[config.mk]
export PLATFORM = sky130hd
export DESIGN_NAME = fixed_point_div_arbiter
export DESIGN_NICKNAME = d
export VERILOG_FILES = /design/src/rtl/fixed_point_div_pkg.sv /design/src/rtl/fixed_point_div_arbiter_div.sv /design/src/rtl/fixed_point_div_arbiter.sv
export SDC_FILE = /design/constraint.sdc
export NUM_CORES = 1
export LEC_CHECK = 0
export ABC_AREA = 1
export CELL_PAD_IN_SITES_DETAIL_PLACEMENT = 0
export CELL_PAD_IN_SITES_GLOBAL_PLACEMENT = 1
export CORE_ASPECT_RATIO = 1.75
export CORE_UTILIZATION = 51
export CTS_BUF_LIST = sky130_fd_sc_hd__clkbuf_16
export DETAILED_ROUTE_END_ITERATION = 6
export DONT_BUFFER_PORTS = 1
export PLACE_DENSITY_LB_ADDON = 0.1
export SLEW_MARGIN = 30
export SYNTH_ARGS = -nofsm -noshare
export SYNTH_HDL_FRONTEND = slang
export SYNTH_SLANG_ARGS = --single-unit
[constraint.sdc]
create_clock -name clk -period 110.9 [get_ports clk]
set_input_delay 0 -clock clk [delete_from_list [all_inputs] [get_ports clk]]
set_output_delay 0 -clock clk [all_outputs]
set_load 0.03 [all_outputs]
[src/rtl/fixed_point_div_pkg.sv]
// fixed_point_div_pkg: FSM states and id-width helper shared by the divider arbiter
package fixed_point_div_pkg;
  typedef enum logic [1:0] {IDLE, CALC, HOLD} state_t;
  function automatic int id_w(input int n);
    return (n > 1) ? $clog2(n) : 1;
  endfunction
endpackage

[src/rtl/fixed_point_div_arbiter_div.sv]
// comb_FixedPointDiv: combinational signed fixed-point divide, round-to-nearest, saturating
module comb_FixedPointDiv #(
  parameter int WIIA = 8,
  parameter int WIFA = 8,
  parameter int WIIB = 8,
  parameter int WIFB = 8,
  parameter int WOI = 8,
  parameter int WOF = 8,
  parameter int ROUND = 1,
  parameter int ROOF = 1
) (
  input  logic [WIIA+WIFA-1:0] dividend,
  input  logic [WIIB+WIFB-1:0] divisor,
  output logic [WOI+WOF-1:0]   out,
  output logic                 upflow,
  output logic                 downflow
);
  localparam int WA = WIIA + WIFA;
  localparam int WB = WIIB + WIFB;
  localparam int WO = WOI + WOF;
  localparam int WN = WA + WOF + WIFB;
  localparam int WD = WB + WIFA;
  localparam int WX = (WN > WD) ? WN : WD;
  localparam int WM = ((WX > WO) ? WX : WO) + 2;
  localparam logic [WM-1:0] MAXP = (WM'(1) << (WO - 1)) - WM'(1);
  localparam logic [WM-1:0] MAXN = WM'(1) << (WO - 1);
  logic neg;
  logic [WA-1:0] aa;
  logic [WB-1:0] bb;
  logic [WM-1:0] num, den, dn, q, r, mq;
  logic [WO-1:0] wq;
  // work on magnitudes so rounding is symmetric about zero
  always_comb begin
    neg = dividend[WA-1] ^ divisor[WB-1];
    aa = dividend[WA-1] ? -dividend : dividend;
    bb = divisor[WB-1] ? -divisor : divisor;
    num = WM'(aa) << (WOF + WIFB);
    den = WM'(bb) << WIFA;
    dn = (den == '0) ? WM'(1) : den;
    q = num / dn;
    r = num % dn;
    mq = q + WM'(ROUND != 0 && (r << 1) >= dn);
    upflow = !neg && mq > MAXP;
    downflow = neg && mq > MAXN;
    wq = neg ? -mq[WO-1:0] : mq[WO-1:0];
    out = (ROOF != 0 && upflow) ? MAXP[WO-1:0] : (ROOF != 0 && downflow) ? MAXN[WO-1:0] : wq;
  end
endmodule

[src/rtl/fixed_point_div_arbiter.sv]
// fixed_point_div_arbiter: round-robin arbiter sharing one fixed-point divider among NREQ requesters
module fixed_point_div_arbiter
  import fixed_point_div_pkg::*;
#(
  parameter int NREQ = 4,
  parameter int WIIA = 8,
  parameter int WIFA = 8,
  parameter int WIIB = 8,
  parameter int WIFB = 8,
  parameter int WOI = 8,
  parameter int WOF = 8,
  parameter int ROUND = 1
) (
  input  logic                           rstn,
  input  logic                           clk,
  input  logic [NREQ-1:0]                req_valid,
  output logic [NREQ-1:0]                req_ready,
  input  logic [NREQ*(WIIA+WIFA)-1:0]    req_dividend,
  input  logic [NREQ*(WIIB+WIFB)-1:0]    req_divisor,
  output logic                           out_valid,
  input  logic                           out_ready,
  output logic [id_w(NREQ)-1:0]          out_id,
  output logic [WOI+WOF-1:0]             out_quot,
  output logic                           out_upflow,
  output logic                           out_downflow,
  output logic                           out_dbz
);
  localparam int WA = WIIA + WIFA;
  localparam int WB = WIIB + WIFB;
  localparam int WO = WOI + WOF;
  localparam int IW = id_w(NREQ);
  state_t state;
  logic [IW-1:0] ptr, gnt, id_r;
  logic [WA-1:0] a_r;
  logic [WB-1:0] b_r;
  logic [WO-1:0] d_quot;
  logic hit, dbz, neg, d_up, d_dn;
  // first valid requester after the last winner, wrapping around
  always_comb begin
    hit = 1'b0;
    gnt = ptr;
    for (int k = 1; k <= NREQ; k++) begin
      if (!hit && req_valid[IW'((int'(ptr) + k) % NREQ)]) begin
        hit = 1'b1;
        gnt = IW'((int'(ptr) + k) % NREQ);
      end
    end
  end
  assign req_ready = (state == IDLE && hit) ? {{(NREQ-1){1'b0}}, 1'b1} << gnt : '0;
  assign dbz = b_r == '0;
  assign neg = a_r[WA-1];
  comb_FixedPointDiv #(
    .WIIA(WIIA), .WIFA(WIFA), .WIIB(WIIB), .WIFB(WIFB),
    .WOI(WOI), .WOF(WOF), .ROUND(ROUND), .ROOF(1)
  ) u_div (
    .dividend(a_r),
    .divisor(b_r),
    .out(d_quot),
    .upflow(d_up),
    .downflow(d_dn)
  );
  always_ff @(posedge clk or negedge rstn) begin
    if (!rstn) begin
      state <= IDLE;
      ptr <= IW'(NREQ - 1);
      a_r <= '0;
      b_r <= '0;
      id_r <= '0;
      out_valid <= 1'b0;
      out_id <= '0;
      out_quot <= '0;
      out_upflow <= 1'b0;
      out_downflow <= 1'b0;
      out_dbz <= 1'b0;
    end else begin
      case (state)
        IDLE: if (hit) begin
          a_r <= req_dividend[gnt*WA +: WA];
          b_r <= req_divisor[gnt*WB +: WB];
          id_r <= gnt;
          ptr <= gnt;
          state <= CALC;
        end
        CALC: begin
          out_valid <= 1'b1;
          out_id <= id_r;
          out_quot <= dbz ? (neg ? {1'b1, {(WO-1){1'b0}}} : {1'b0, {(WO-1){1'b1}}}) : d_quot;
          out_upflow <= dbz ? !neg : d_up;
          out_downflow <= dbz ? neg : d_dn;
          out_dbz <= dbz;
          state <= HOLD;
        end
        HOLD: if (out_ready) begin
          out_valid <= 1'b0;
          state <= IDLE;
        end
        default: state <= IDLE;
      endcase
    end
  end
endmodule
==> out/results.txt <==
CP endpoint kind -> flop
crit-path most repeated cell -> nand2_1
post-route ant nets -> 0
die width -> 215 um
DRC -> 0
Clock Path Buffers -> 2
commonest non-fill, non-tap cell in the layout -> nand2_1
Final Cycle Share -> 0.619
Crit-path slowest cell -> o211ai_1
Critical Path Max Stage Delay -> 0.81 ns
DP HPWL -> 137000 um
clk slew on worst S/H paths -> 0.05 ns
Ports -> 161
Avg Cell Area, Syn -> 5.93 um2
status -> finished clean
Synth Register Bits -> 60
required time of the critical path -> 111.14 ns
nature of the critical path startpoint -> flop
Initial DRT Pass Iterations -> 6
asr flop ratio synth -> 1.00
first-pass GRT wire length -> 252000 um
clk sinks -> 60
critical path's top delay family -> simple AND/OR/NAND/NOR gates
RSZ-0062 raised after global routing -> no
Post-CTS Setup Inserts -> 0
DRT Wirelength -> 166000 um
Chip Height -> 375 um
DR iter-0 viols -> 2639
Diodes inserted -> 0
initial antenna violation count -> 4
Vias -> 45600
setup violators final -> 0
Slew Viols, Final -> 0
WS Path Type -> reg -> reg
R2R setup slack -> 42.26 ns
Cells after Synth -> 6841
peak fanout along the critical path -> 60
number of global-route vias before repair -> 46000
htree depth -> 3
Max-slew headroom -> 0.333
layout cells sized above 1 -> 0.142
routability cong. -> 1.03
Tot GR Track Use -> 0.401
Core Footprint -> 78600 um2
Tmin final -> 68.64 ns
GRT overflow -> 0
Final Hold Viols -> 0
max cap viols -> 0
Clk Latency, worst-skew pair -> 0.35 ns
worst setup path start -> b_r[0]
min-delay src -> req_dividend[17]
Top FF cell, synth -> dfrtp_1
Data arrival, critical path -> 68.88 ns
FF-to-FF Start -> b_r[0]
area delta synth->final -> 1.73%
final layout net count -> 7243
yosys warns -> 0
post-cts hold buffer count -> 43
largest net degree at the start of global routing -> 68
Via density -> 5.85
worst-case clock skew -> 0.00425 ns
clock buffers created by TritonCTS -> 9
CTS resizes -> 0
Max Clk Rate -> 14.6 MHz
Seq/Total Area, Yosys -> 0.0371
die area -> 80800 um2
CTS tree -> yes
Root Buffer -> clkbuf_16
Final TNS setup -> 0 ns
initial core utilization -> 0.516
number of buffers added on ports -> 0
Hold Path Class -> in -> reg
WL/cell -> 21.3 um
Mapped Area -> 40600 um2
most frequent cells in the layout -> nand2_1, inv_1, nor2_1
number of synthesized flops with an enable pin -> 0
count of cell types in the netlist -> 99
Rows -> 136
Buf+Inv Stages, Crit Path -> 53
worst slew pin tran -> 0.990 ns
cell families (layout without fill, tap and decap cells):
logic type               Yosys count  after routing  synth area share
flip-flops                        60             60            0.0371
XOR/XNOR                         390            390            0.0853
other                              1              2         0.0000924
buffers and inverters           1070           1000             0.130
AND/OR/NAND/NOR                 3780           3780             0.474
AO/OA/AOI/OAI                   1199           1199             0.168
adder cells (fa/ha/maj)          341            341             0.105
state kept, by name, indices dropped and copies added (netlist names):
name	count
id_r	2
a_r	16
out_id	2
ptr	2
out_upflow	1
b_r	16
out_valid	1
out_downflow	1
out_quot	16
state	2
out_dbz	1
worst reg2reg max path: cells and delay by family (launching register included):
kind                       cells  cell delay, ns
xor gates and xnor gates       4            0.75
adders and majority gates     29           10.05
DFF                            1            0.55
and+or+nand+nor              202           33.33
buffers and inverters         53            7.75
AOI/OAI and AO/OA             53           16.08
worst paths after layout:
| check | to | depth (start not counted) |
|---|---|---|
| setup / recovery | out_quot[15] | 341 |
| hold / removal | a_r[1] | 4 |
| setup reg to reg | out_quot[15] | 341 |
| hold reg to reg | id_r[0] | 2 |
| max in group asynchronous | ptr[1] | 2 |
| min in group asynchronous | out_quot[5] | 2 |
area by class of cell:
cell class	count	area [um2]
multi-input cells	5712	33800
inverters	911	3650
fillers	8665	37300
repair buffers	73	673
flip-flops and latches	60	1500
clock inverters	7	106
clock buffers	9	225
well taps	1035	1290
through the flow:
step	setup slack, ns	area [um2]	hold slack, ns	std cells	util
after floorplan	54.26	40600	-0.296	6842	-
after global placement	43.47	40500	-0.291	7748	0.515
after detailed placement	43.53	40500	-0.292	7748	0.515
after CTS	43.34	41300	0.00256	7807	0.525
after global routing	37.38	41300	0.0167	7807	0.525
final	42.26	41300	0.0102	7807	0.525
routing by layer:
metal	vias to the layer above	GRT usage	routed length (um)
li1	22400	-	-
met1	20900	0.361	54800
met2	1568	0.753	84400
met3	788	0.0451	7460
met4	4	0.412	19900
met5	-	0	25
synth_stat cells (17+ instances only):
master,instances,share of area
nand2_1,1597,0.15
inv_1,808,0.075
nor2_1,651,0.060
a21oi_1,472,0.058
nand3_1,472,0.058
o21ai_0,417,0.051
ha_1,341,0.11
nand2_2,272,0.042
xor2_1,218,0.047
xnor2_1,166,0.036
nand4_1,151,0.023
nand2_4,143,0.040
nor3_1,91,0.011
nand3_2,88,0.022
nor2_2,85,0.013
dfrtp_1,58,0.036
inv_2,55,0.0051
o21ai_1,51,0.0063
clkbuf_8,43,0.015
clkbuf_1,42,0.0039
nor2_4,37,0.010
nor4_1,35,0.0054
or2_2,35,0.0054
o21ai_2,31,0.0067
a31oi_1,29,0.0045
nand3b_1,28,0.0052
o21a_1,26,0.0048
o21bai_1,26,0.0048
buf_6,25,0.0069
o211ai_1,20,0.0037
nand3_4,17,0.0073
Power is left out: the tool's default activity adds up to more than one toggle a clock period on the data nets, which glitch-free logic cannot reach.
